--- src/rtl/fp_pkg.sv ---
// Shared single-precision constants, FSM state type and operand classifiers
// used by the iterative FP units (square, sqrt, add, mul).
package fp_pkg;
  localparam int EXP_W  = 8;
  localparam int MANT_W = 23;
  localparam int BIAS   = 127;
  localparam int SIG_W  = MANT_W + 1;
  localparam int PROD_W = 2 * SIG_W;

  localparam logic [31:0] POS_INF  = 32'h7F80_0000;
  localparam logic [31:0] QNAN     = 32'h7FC0_0000;
  localparam logic [31:0] POS_ZERO = 32'h0000_0000;

  typedef enum logic [2:0] {
    S_IDLE,
    S_UNPACK,
    S_MULT,
    S_NORM,
    S_ROUND,
    S_FIN
  } fsq_state_t;

  function automatic logic is_nan(input logic [31:0] x);
    return (&x[MANT_W+EXP_W-1:MANT_W]) && (|x[MANT_W-1:0]);
  endfunction

  function automatic logic is_inf(input logic [31:0] x);
    return (&x[MANT_W+EXP_W-1:MANT_W]) && !(|x[MANT_W-1:0]);
  endfunction

  // Denormals count as zero: these units flush them on input.
  function automatic logic is_zero(input logic [31:0] x);
    return !(|x[MANT_W+EXP_W-1:MANT_W]);
  endfunction
endpackage

--- src/rtl/seq_mant_mult.sv ---
// Iterative shift-add unsigned multiplier, one multiplier bit per cycle.
// o_done flags the cycle whose edge performs the final accumulate.
module seq_mant_mult
  import fp_pkg::*;
#(
  parameter int W = SIG_W
) (
  input  logic           int_clk,
  input  logic           reset,
  input  logic           i_load,
  input  logic [W-1:0]   i_a,
  input  logic [W-1:0]   i_b,
  output logic           o_busy,
  output logic           o_done,
  output logic [2*W-1:0] o_p
);
  localparam int CNT_W = $clog2(W);

  logic [2*W-1:0] r_mcand;
  logic [2*W-1:0] r_acc;
  logic [W-1:0]   r_mplier;
  logic [CNT_W-1:0] r_cnt;
  logic           r_busy;
  logic           w_last;

  assign w_last = r_busy && (r_cnt == CNT_W'(W - 1));

  always_ff @(posedge int_clk or posedge reset) begin
    if (reset) begin
      r_mcand  <= '0;
      r_acc    <= '0;
      r_mplier <= '0;
      r_cnt    <= '0;
      r_busy   <= 1'b0;
    end else if (i_load) begin
      r_mcand  <= {{W{1'b0}}, i_a};
      r_acc    <= '0;
      r_mplier <= i_b;
      r_cnt    <= '0;
      r_busy   <= 1'b1;
    end else if (r_busy) begin
      if (r_mplier[0]) r_acc <= r_acc + r_mcand;
      r_mcand  <= r_mcand << 1;
      r_mplier <= r_mplier >> 1;
      r_cnt    <= r_cnt + CNT_W'(1);
      if (w_last) r_busy <= 1'b0;
    end
  end

  assign o_busy = r_busy;
  assign o_done = w_last;
  assign o_p    = r_acc;
endmodule

--- src/rtl/fp_square.sv ---
// Iterative IEEE-754 single-precision squarer (Out = A*A), round-to-nearest-even,
// denormals flushed to zero. Result sign is always positive.
//
// state  | meaning
// IDLE   | waiting for start, operand latched on acceptance
// UNPACK | classify operand; specials jump to FIN, normals launch the multiplier
// MULT   | 24-cycle shift-add of the hidden-1 significand with itself
// NORM   | pick mantissa window from the 48-bit product, derive guard/sticky
// ROUND  | RNE increment, carry into exponent, overflow/underflow clamp
// FIN    | publish Out, pulse done, drop busy
module fp_square
  import fp_pkg::*;
(
  input  logic        int_clk,
  input  logic        reset,
  input  logic        start,
  input  logic [31:0] A,
  output logic [31:0] Out,
  output logic        busy,
  output logic        done
);
  localparam int XW = EXP_W + 2;
  localparam logic signed [XW-1:0] L_BIAS    = XW'(BIAS);
  localparam logic signed [XW-1:0] L_ONE     = XW'(1);
  localparam logic signed [XW-1:0] L_ZERO    = XW'(0);
  localparam logic signed [XW-1:0] L_EXP_MAX = XW'((1 << EXP_W) - 1);

  fsq_state_t              r_state;
  logic [31:0]             r_a;
  logic signed [XW-1:0]    r_exp;
  logic [MANT_W-1:0]       r_mant;
  logic                    r_guard;
  logic                    r_sticky;
  logic [31:0]             r_res;
  logic [31:0]             r_out;
  logic                    r_busy;
  logic                    r_done;

  logic                    w_special;
  logic                    w_mult_load;
  logic                    w_mult_busy;
  logic                    w_mult_done;
  logic [SIG_W-1:0]        w_sig;
  logic [PROD_W-1:0]       w_p;
  logic                    w_inc;
  logic [MANT_W:0]         w_rnd;
  logic signed [XW-1:0]    w_exp_r;

  assign w_special   = is_zero(r_a) || is_nan(r_a) || is_inf(r_a);
  assign w_mult_load = (r_state == S_UNPACK) && !w_special;
  assign w_sig       = {1'b1, r_a[MANT_W-1:0]};

  seq_mant_mult #(.W(SIG_W)) u_mult (
    .int_clk (int_clk),
    .reset   (reset),
    .i_load  (w_mult_load),
    .i_a     (w_sig),
    .i_b     (w_sig),
    .o_busy  (w_mult_busy),
    .o_done  (w_mult_done),
    .o_p     (w_p)
  );

  // A fraction carry-out leaves w_rnd[MANT_W-1:0] at zero, so only the exponent moves.
  assign w_inc   = r_guard && (r_sticky || r_mant[0]);
  assign w_rnd   = {1'b0, r_mant} + {{MANT_W{1'b0}}, w_inc};
  assign w_exp_r = r_exp + (w_rnd[MANT_W] ? L_ONE : L_ZERO);

  always_ff @(posedge int_clk or posedge reset) begin
    if (reset) begin
      r_state  <= S_IDLE;
      r_a      <= '0;
      r_exp    <= '0;
      r_mant   <= '0;
      r_guard  <= 1'b0;
      r_sticky <= 1'b0;
      r_res    <= POS_ZERO;
      r_out    <= POS_ZERO;
      r_busy   <= 1'b0;
      r_done   <= 1'b0;
    end else begin
      r_done <= 1'b0;
      case (r_state)
        S_IDLE: begin
          if (start) begin
            r_a     <= A;
            r_busy  <= 1'b1;
            r_state <= S_UNPACK;
          end
        end
        S_UNPACK: begin
          if (is_zero(r_a)) begin
            r_res   <= POS_ZERO;
            r_state <= S_FIN;
          end else if (is_nan(r_a)) begin
            r_res   <= QNAN;
            r_state <= S_FIN;
          end else if (is_inf(r_a)) begin
            r_res   <= POS_INF;
            r_state <= S_FIN;
          end else begin
            r_exp   <= $signed({1'b0, r_a[MANT_W+EXP_W-1:MANT_W], 1'b0}) - L_BIAS;
            r_state <= S_MULT;
          end
        end
        S_MULT: begin
          if (w_mult_done || !w_mult_busy) r_state <= S_NORM;
        end
        S_NORM: begin
          // Product of two [1,2) significands lies in [1,4): top bit decides the window.
          if (w_p[PROD_W-1]) begin
            r_mant   <= w_p[PROD_W-2 -: MANT_W];
            r_guard  <= w_p[PROD_W-2-MANT_W];
            r_sticky <= |w_p[PROD_W-3-MANT_W:0];
            r_exp    <= r_exp + L_ONE;
          end else begin
            r_mant   <= w_p[PROD_W-3 -: MANT_W];
            r_guard  <= w_p[PROD_W-3-MANT_W];
            r_sticky <= |w_p[PROD_W-4-MANT_W:0];
          end
          r_state <= S_ROUND;
        end
        S_ROUND: begin
          if (w_exp_r >= L_EXP_MAX) r_res <= POS_INF;
          else if (w_exp_r <= L_ZERO) r_res <= POS_ZERO;
          else r_res <= {1'b0, w_exp_r[EXP_W-1:0], w_rnd[MANT_W-1:0]};
          r_state <= S_FIN;
        end
        S_FIN: begin
          r_out   <= r_res;
          r_done  <= 1'b1;
          r_busy  <= 1'b0;
          r_state <= S_IDLE;
        end
        default: r_state <= S_IDLE;
      endcase
    end
  end

  assign Out  = r_out;
  assign busy = r_busy;
  assign done = r_done;
endmodule

--- config.mk ---
export PLATFORM = sky130hd
export DESIGN_NAME = fp_square
export DESIGN_NICKNAME = d
export VERILOG_FILES = /design/src/rtl/fp_pkg.sv /design/src/rtl/seq_mant_mult.sv /design/src/rtl/fp_square.sv
export SDC_FILE = /design/constraint.sdc
export NUM_CORES = 1
export LEC_CHECK = 0
export CORE_UTILIZATION = 55
export CTS_CLUSTER_DIAMETER = 150
export DETAILED_ROUTE_END_ITERATION = 10
export GPL_TIMING_DRIVEN = 0
export MAX_ROUTING_LAYER = met4
export PLACE_DENSITY_LB_ADDON = 0.25
export SKIP_LAST_GASP = 1
export SYNTH_ARGS = -nofsm -noshare
export SYNTH_HDL_FRONTEND = slang
export SYNTH_HIERARCHICAL = 1
export SYNTH_SLANG_ARGS = --single-unit
--- constraint.sdc ---
create_clock -name int_clk -period 4.6 [get_ports int_clk]
set_input_delay 0.92 -clock int_clk [delete_from_list [all_inputs] [get_ports int_clk]]
set_output_delay 0.92 -clock int_clk [all_outputs]
set_load 0.01 [all_outputs]
## After elaboration in Yosys (flattened, before gate mapping)

Cells that the tools add are included.

| cells by class | value |
|---|---|
| add/sub/neg operators | 6 |
| $lt $le $gt $ge | 2 |
| eq/ne operators | 13 |
| mux-type cells | 36 |
| reduce and logical (&&, ||, !) cells | 30 |

Operators by type and width:

| kind | count |
|---|---|
| $mux 48 | 5 |
| $mux 32 | 3 |
| $pmux 32 s2 | 1 |
| $mux 31 | 2 |
| $add 48x48->48 | 1 |
| $mux 24 | 2 |
| $reduce_or 23->1 | 2 |
| $mux 10 | 4 |
| $add 23x1->24 | 1 |
| $mux 23 | 1 |
| $reduce_or 22->1 | 1 |
| $pmux 10 s2 | 1 |
| $mux 3 | 5 |
| $pmux 3 s5 | 1 |
| $add 10x2->10 | 1 |
| $add 10x2->10 const B | 1 |
| $ge 10x9->1 const B | 1 |
| $le 10x1->1 const B | 1 |
| $mux 5 | 2 |
| $ne 2x2->1 const B | 5 |
| $reduce_and 2->1 | 5 |
| $reduce_bool 2->1 | 5 |
| $sub 9x7->10 const B | 1 |
| $mux 1 | 8 |
| 15 further kinds | 27 |

| word-level totals | value |
|---|---|
| bits in registers | 261 |
| input port bits | 35 |
| word-level logic and storage cells | 102 |

## Depth between registers and ports, before layout

| logic depth | value |
|---|---|
| depth in word-level cells | 9 |
| depth in mapped cells | 15 |
| depth with buffers taken out | 14 |

## Hierarchy

The synthesis kept the hierarchy.

By module, submodules not included:

| module | times used | cells an instance | area an instance (um^2) |
|---|---|---|---|
| seq_mant_mult | 1 | 848 | 7726.2 |
| fp_square | 1 | 654 | 6478.7 |

## Worst setup path before layout

Ideal clock, no wire load.

| timing | value |
|---|---|
| path type | register to register |
| start point | register r_mant[0] |
| end point | register r_res[22] |
| setup time | 0.136 ns |
| data arrival time | 2.849 ns |
| slack | 1.615 ns |
| cell stages (with the launch flop) | 16 |
| period minus slack after synthesis | 2.985 ns |
| path through | dfrtp_1 o21a_1 ha_1 nand4_1 inv_1 nand4_1 nor2_1 ha_1 ha_1 nand4_1 maj3_2 nor4_2 o21ai_2 nand4_2 buf_8 o32ai_2 |

| on the way | value |
|---|---|
| cells in the longest elaborated chain, start to end | 9 |

Ends and longest elaborated chain:

| what | RTL line | RTL |
|---|---|---|
| start, declared | fp_square.sv:31 | `logic [MANT_W-1:0] r_mant;` |
| start signal, assigned | fp_square.sv:112 | `r_mant <= w_p[PROD_W-2 -: MANT_W];` |
| start signal, assigned | fp_square.sv:117 | `r_mant <= w_p[PROD_W-3 -: MANT_W];` |
| $logic_or 1x1->1 | fp_square.sv:65 | `assign w_inc = r_guard && (r_sticky \|\| r_mant[0]);` |
| $logic_and 1x1->1 | fp_square.sv:65 |  |
| $add 23x1->24 * | fp_square.sv:66 | `assign w_rnd = {1'b0, r_mant} + {{MANT_W{1'b0}}, w_inc};` |
| $mux 1 | fp_square.sv:67 | `assign w_exp_r = r_exp + (w_rnd[MANT_W] ? L_ONE : L_ZERO);` |
| $add 10x2->10 | fp_square.sv:67 |  |
| $le 10x1->1 | fp_square.sv:125 | `else if (w_exp_r <= L_ZERO) r_res <= POS_ZERO;` |
| $mux 31 | fp_square.sv:125 |  |
| $mux 31 * | fp_square.sv:124 | `if (w_exp_r >= L_EXP_MAX) r_res <= POS_INF;` |
| $pmux 32 s2 * | fp_square.sv:83 | `case (r_state)` |
| end signal, assigned | fp_square.sv:126 | `else r_res <= {1'b0, w_exp_r[EXP_W-1:0], w_rnd[MANT_W-1:0]};` |
| end, declared | fp_square.sv:34 | `logic [31:0] r_res;` |

Every way passes the cells marked *; elsewhere a longest branch is shown, timed or not.
A chain may end at the register's enable or synchronous reset.

## Final worst setup path

| timing | value |
|---|---|
| start point | register r_guard |
| end point | register r_res[22] |

| on the way | value |
|---|---|
| cells in the longest elaborated chain, start to end | 8 |

Ends and longest elaborated chain:

| what | RTL line | RTL |
|---|---|---|
| start, declared | fp_square.sv:32 | `logic r_guard;` |
| start signal, assigned | fp_square.sv:113 | `r_guard <= w_p[PROD_W-2-MANT_W];` |
| start signal, assigned | fp_square.sv:118 | `r_guard <= w_p[PROD_W-3-MANT_W];` |
| $logic_and 1x1->1 * | fp_square.sv:65 |  |
| $add 23x1->24 * | fp_square.sv:66 |  |
| $mux 1 | fp_square.sv:67 |  |
| $add 10x2->10 | fp_square.sv:67 |  |
| $le 10x1->1 | fp_square.sv:125 |  |
| $mux 31 | fp_square.sv:125 |  |
| $mux 31 * | fp_square.sv:124 |  |
| $pmux 32 s2 * | fp_square.sv:83 |  |

Marks and branches as above.

==> impl_results.md <==
- Crit. End Element: flop
- # setup viols final: 0
- Clock Power Share: a little over a fifth
- Initial Util: between 50 and 60%
- Post-synth ARST share: 100%
- Post-synth EDFFs: 0
- Vias in the first global route: approximately 11,000
- Internal power: approximately 6.1 mW
- Final min period: roughly 3500 ps
- Yosys reg bits: about 260
- Num CTS Buffers: 28
- Routed len/inst: between 15 and 20 um
- First-pass GRT wire length: 55.9 mm
- CP cell instances: o21a_1, ha_1, nand4_1, inv_1, nand4_1, nor2_1, ha_1, ha_1, inv_1, maj3_2, nor4_2, o21ai_2, nand4_2, buf_8, o32ai_2
- Unique masters post-synth: between 80 and 90
- Core area: ~25,000 um^2
- Port bufs: 66
- Warnings from Yosys: 6
- Post-synthesis cell count: 1,502
- Crit path largest cell delay: 360 ps
- Slew margin rel.: between 40 and 50%
- Synthesized cell area: roughly 14,000 um^2
- H-tree levels: 1
- Register share of total power: 37.4%
- Chip Height: between 150 and 200 um
- Most common cell after layout, fill and taps aside: nand2_1
- Overall power: a little over 10 mW
- Clk buf depth: 3
- Via count: around 11,000
- P_leak: between 7 and 8 nW
- Comb pwr share: around 41%
- Post-layout util: about 64%
- FF-to-FF Start: r_guard$_DFFE_PP0P_
- Vias per cell: approximately 5.8
- Slew @ Worst Pin: around 890 ps
- Die area: around 26,000 um^2
- Pwr Density: between 600 and 700 nW/um^2
- Total wire length: roughly 34 mm
- CTS tree: done
- Total of max-cap violations: 0
- Worst IR drop on VDD: between 400 and 500 uV
- Share of cells above drive strength 1: 9.38%
- Clock Skew: 6.22 ps
- Routability Congestion: 0.890
- Post-DP Area: 15,300 um^2
- CP Launch Point: r_guard$_DFFE_PP0P_
- Critical-path top delay cell: dfrtp_1
- RSZ-0062 raised after global routing: false
- Largest net degree at the start of global routing: between 100 and 150
- Remaining antenna violation count: 0
- Hold Fails Final Rpt: 0
- Worst Path Required: 5000 ps
- Switch Pwr: 4.22 mW
- Seq/Total Area, Yosys: between 40 and 50%
- Final Slew Violations: 0
- Fmax: 287 MHz
- Area Overhead vs Synth: 14.6%
- GRT Overall Usage: roughly 27%
- Most used cell, CP: ha_1
- CTS root buf: clkbuf_16
- Worst-skew pair later-pin latency: 530 ps
- Most frequent cells in the layout: 294 x nand2_1, 259 x dfrtp_1, 122 x o21ai_0, 96 x mux2i_1, 89 x a21oi_1
- Status: finished, final reports clean
- Drt first pass iters: 5
- Min-delay src: r_res[9]$_DFFE_PP0P_
- Type of the worst setup path: reg2reg
- Synth Flop Type: dfrtp_1
- Data arrival time of the critical path: 3880 ps
- Post-Place Setup Slack: between 900 and 1000 ps
- Hold WS: 470 ps
- Max FO, Critical Path: 10
- Initial antenna violation count: 0
- Io pins: 69
- Post-route worst setup slack: 1120 ps
- Fin crit share: between 70% and 80%
- Synthesized area per cell: between 9 and 10 um^2
- Crit start category: flop
- # clock sinks: 259
- Clock transition at path regs: roughly 60 ps
- DRC viols: 0
- Final Instance Area: 16,300 um^2
- PostCTS Resize Cnt: 0
- Die width: approximately 160 um
- Hold_buf cts: 0
- Sw Ratio: 40.7%
- # rows: 58
- Fin nets: approximately 1,700
- N_diodes: 0
- Worst hold path class: reg2reg
- Total gr overflow: 0
- Detailed-placement wirelength estimate: 25.2 mm
- Post-CTS Setup Inserts: 0
- Initial DRC count: 786
[per-stage QoR]
| stage | setup TNS, ps | std cells |
|---|---|---|
| detailed placement | 0 | 1901 |
| floorplan | 0 | 1503 |
| global route | 0 | 1950 |
| finish | 0 | 1950 |
| global placement | -404880 | 1899 |
| CTS | 0 | 1950 |
[worst paths after layout]
kind                                                to  slack, ps  cells past startpoint
setup / recovery                 r_res[22]$_DFFE_PP0P_       1120                     15
hold / removal                      Out[9]$_DFFE_PP0P_        470                      2
setup reg to reg                 r_res[22]$_DFFE_PP0P_       1120                     15
hold reg to reg                     Out[9]$_DFFE_PP0P_        470                      2
max in group asynchronous  u_mult/r_cnt[2]$_DFFE_PP0P_       2910                      3
min in group asynchronous          r_a[27]$_DFFE_PP0P_        860                      2
[area by class of cell]
| cell class | instances | area, um^2 |
|---|---|---|
| repair buffers | 68 | 716 |
| fillers | 2083 | 8970 |
| inverters | 25 | 104 |
| multi-input cells | 1135 | 7250 |
| clock inverters | 10 | 134 |
| plain buffers | 84 | 390 |
| well taps | 330 | 413 |
| clock buffers | 39 | 793 |
| flip-flops and latches | 259 | 6480 |
[critical path: cells and delay by family, from the launching register on]
| kind | cells | cell delay, ps |
|---|---|---|
| AOI/OAI and AO/OA | 3 | 340 |
| adders and majority gates | 4 | 1070 |
| buffers and inverters | 3 | 400 |
| DFF | 1 | 360 |
| and+or+nand+nor | 5 | 1180 |
[power groups by stage]
stage | Clock (mW) | Sequential [mW] | Combinational (mW)
floorplan | 0 | 3.63 | 3.14
global placement | 0 | 3.86 | 4.05
detailed placement | 0 | 3.90 | 4.17
CTS | 2.31 | 3.87 | 4.20
global route | 2.41 | 3.97 | 4.71
finish | 2.26 | 3.88 | 4.22
[logic make-up (layout without fill, tap and decap cells)]
group | Yosys count | in the layout | share of synthesized area [%]
fa+ha+maj | 58 | 58 | 5.15
compound gates | 351 | 351 | 15.3
xor+xnor | 72 | 72 | 4.44
flops | 259 | 259 | 45.6
mux | 125 | 125 | 9.06
other cells | 2 | 3 | 0.0529
buf+inv | 109 | 226 | 3.41
simple gates | 526 | 526 | 17.0
[metal layers]
metal / vias to the layer above / track usage (%) / wire length, um
li1: 5477 / - / -
met1: 5539 / 37.2 / 15500
met2: 299 / 42.9 / 16300
met3: 43 / 3.06 / 1670
met4: 0 / 6.29 / 600
met5: - / - / 0
[synthesized netlist by cell type (3+ instances only)]
cell      number  area, um^2
a31oi_1       10        62.6
buf_4          4        30.0
buf_2         17        85.1
and4_1         6        52.6
or2_2          4        25.0
nand4b_1       3        26.3
nand3b_1       4        30.0
nand2_1      294        1100
nor3b_2        3        37.5
buf_1          9        33.8
o31ai_1        4        30.0
clkbuf_1      49         184
o21ai_1       22         110
nor4_2         4        50.1
ha_1          56         701
a21oi_1       89         445
or4_1          3        22.5
nor3_1        14        70.1
nand4_1       20         125
o21a_1         4        30.0
nand2b_1       6        37.5
nand3_1       24         120
mux2_2        29         327
dfrtp_1      259        6480
a32o_1         3        30.0
nor2_1        87         327
nor3b_1        3        22.5
inv_1         24        90.1
xor2_1        34         298
nor2b_1        4        25.0
o21ai_2       20         175
o21ai_0      122         611
mux2i_1       96         961
and3_1        19         119
o21bai_1       5        37.5
a211oi_1       6        45.0
a21o_1        28         210
nor4_1        11        68.8
or3_1          4        25.0
o22a_1         5        43.8
xnor2_1       38         333
[flip-flops by register name, indices dropped and copies added, names as in the netlist]
register,flops
u_mult/r_mplier,24
done,1
u_mult/r_cnt,5
r_res,31
u_mult/r_mcand,48
r_exp,10
Out,31
r_guard,1
r_mant,23
u_mult/o_p,48
busy,1
r_a,31
r_sticky,1
u_mult/o_busy,1
r_state,3
Power figures use the tool's default switching activity.
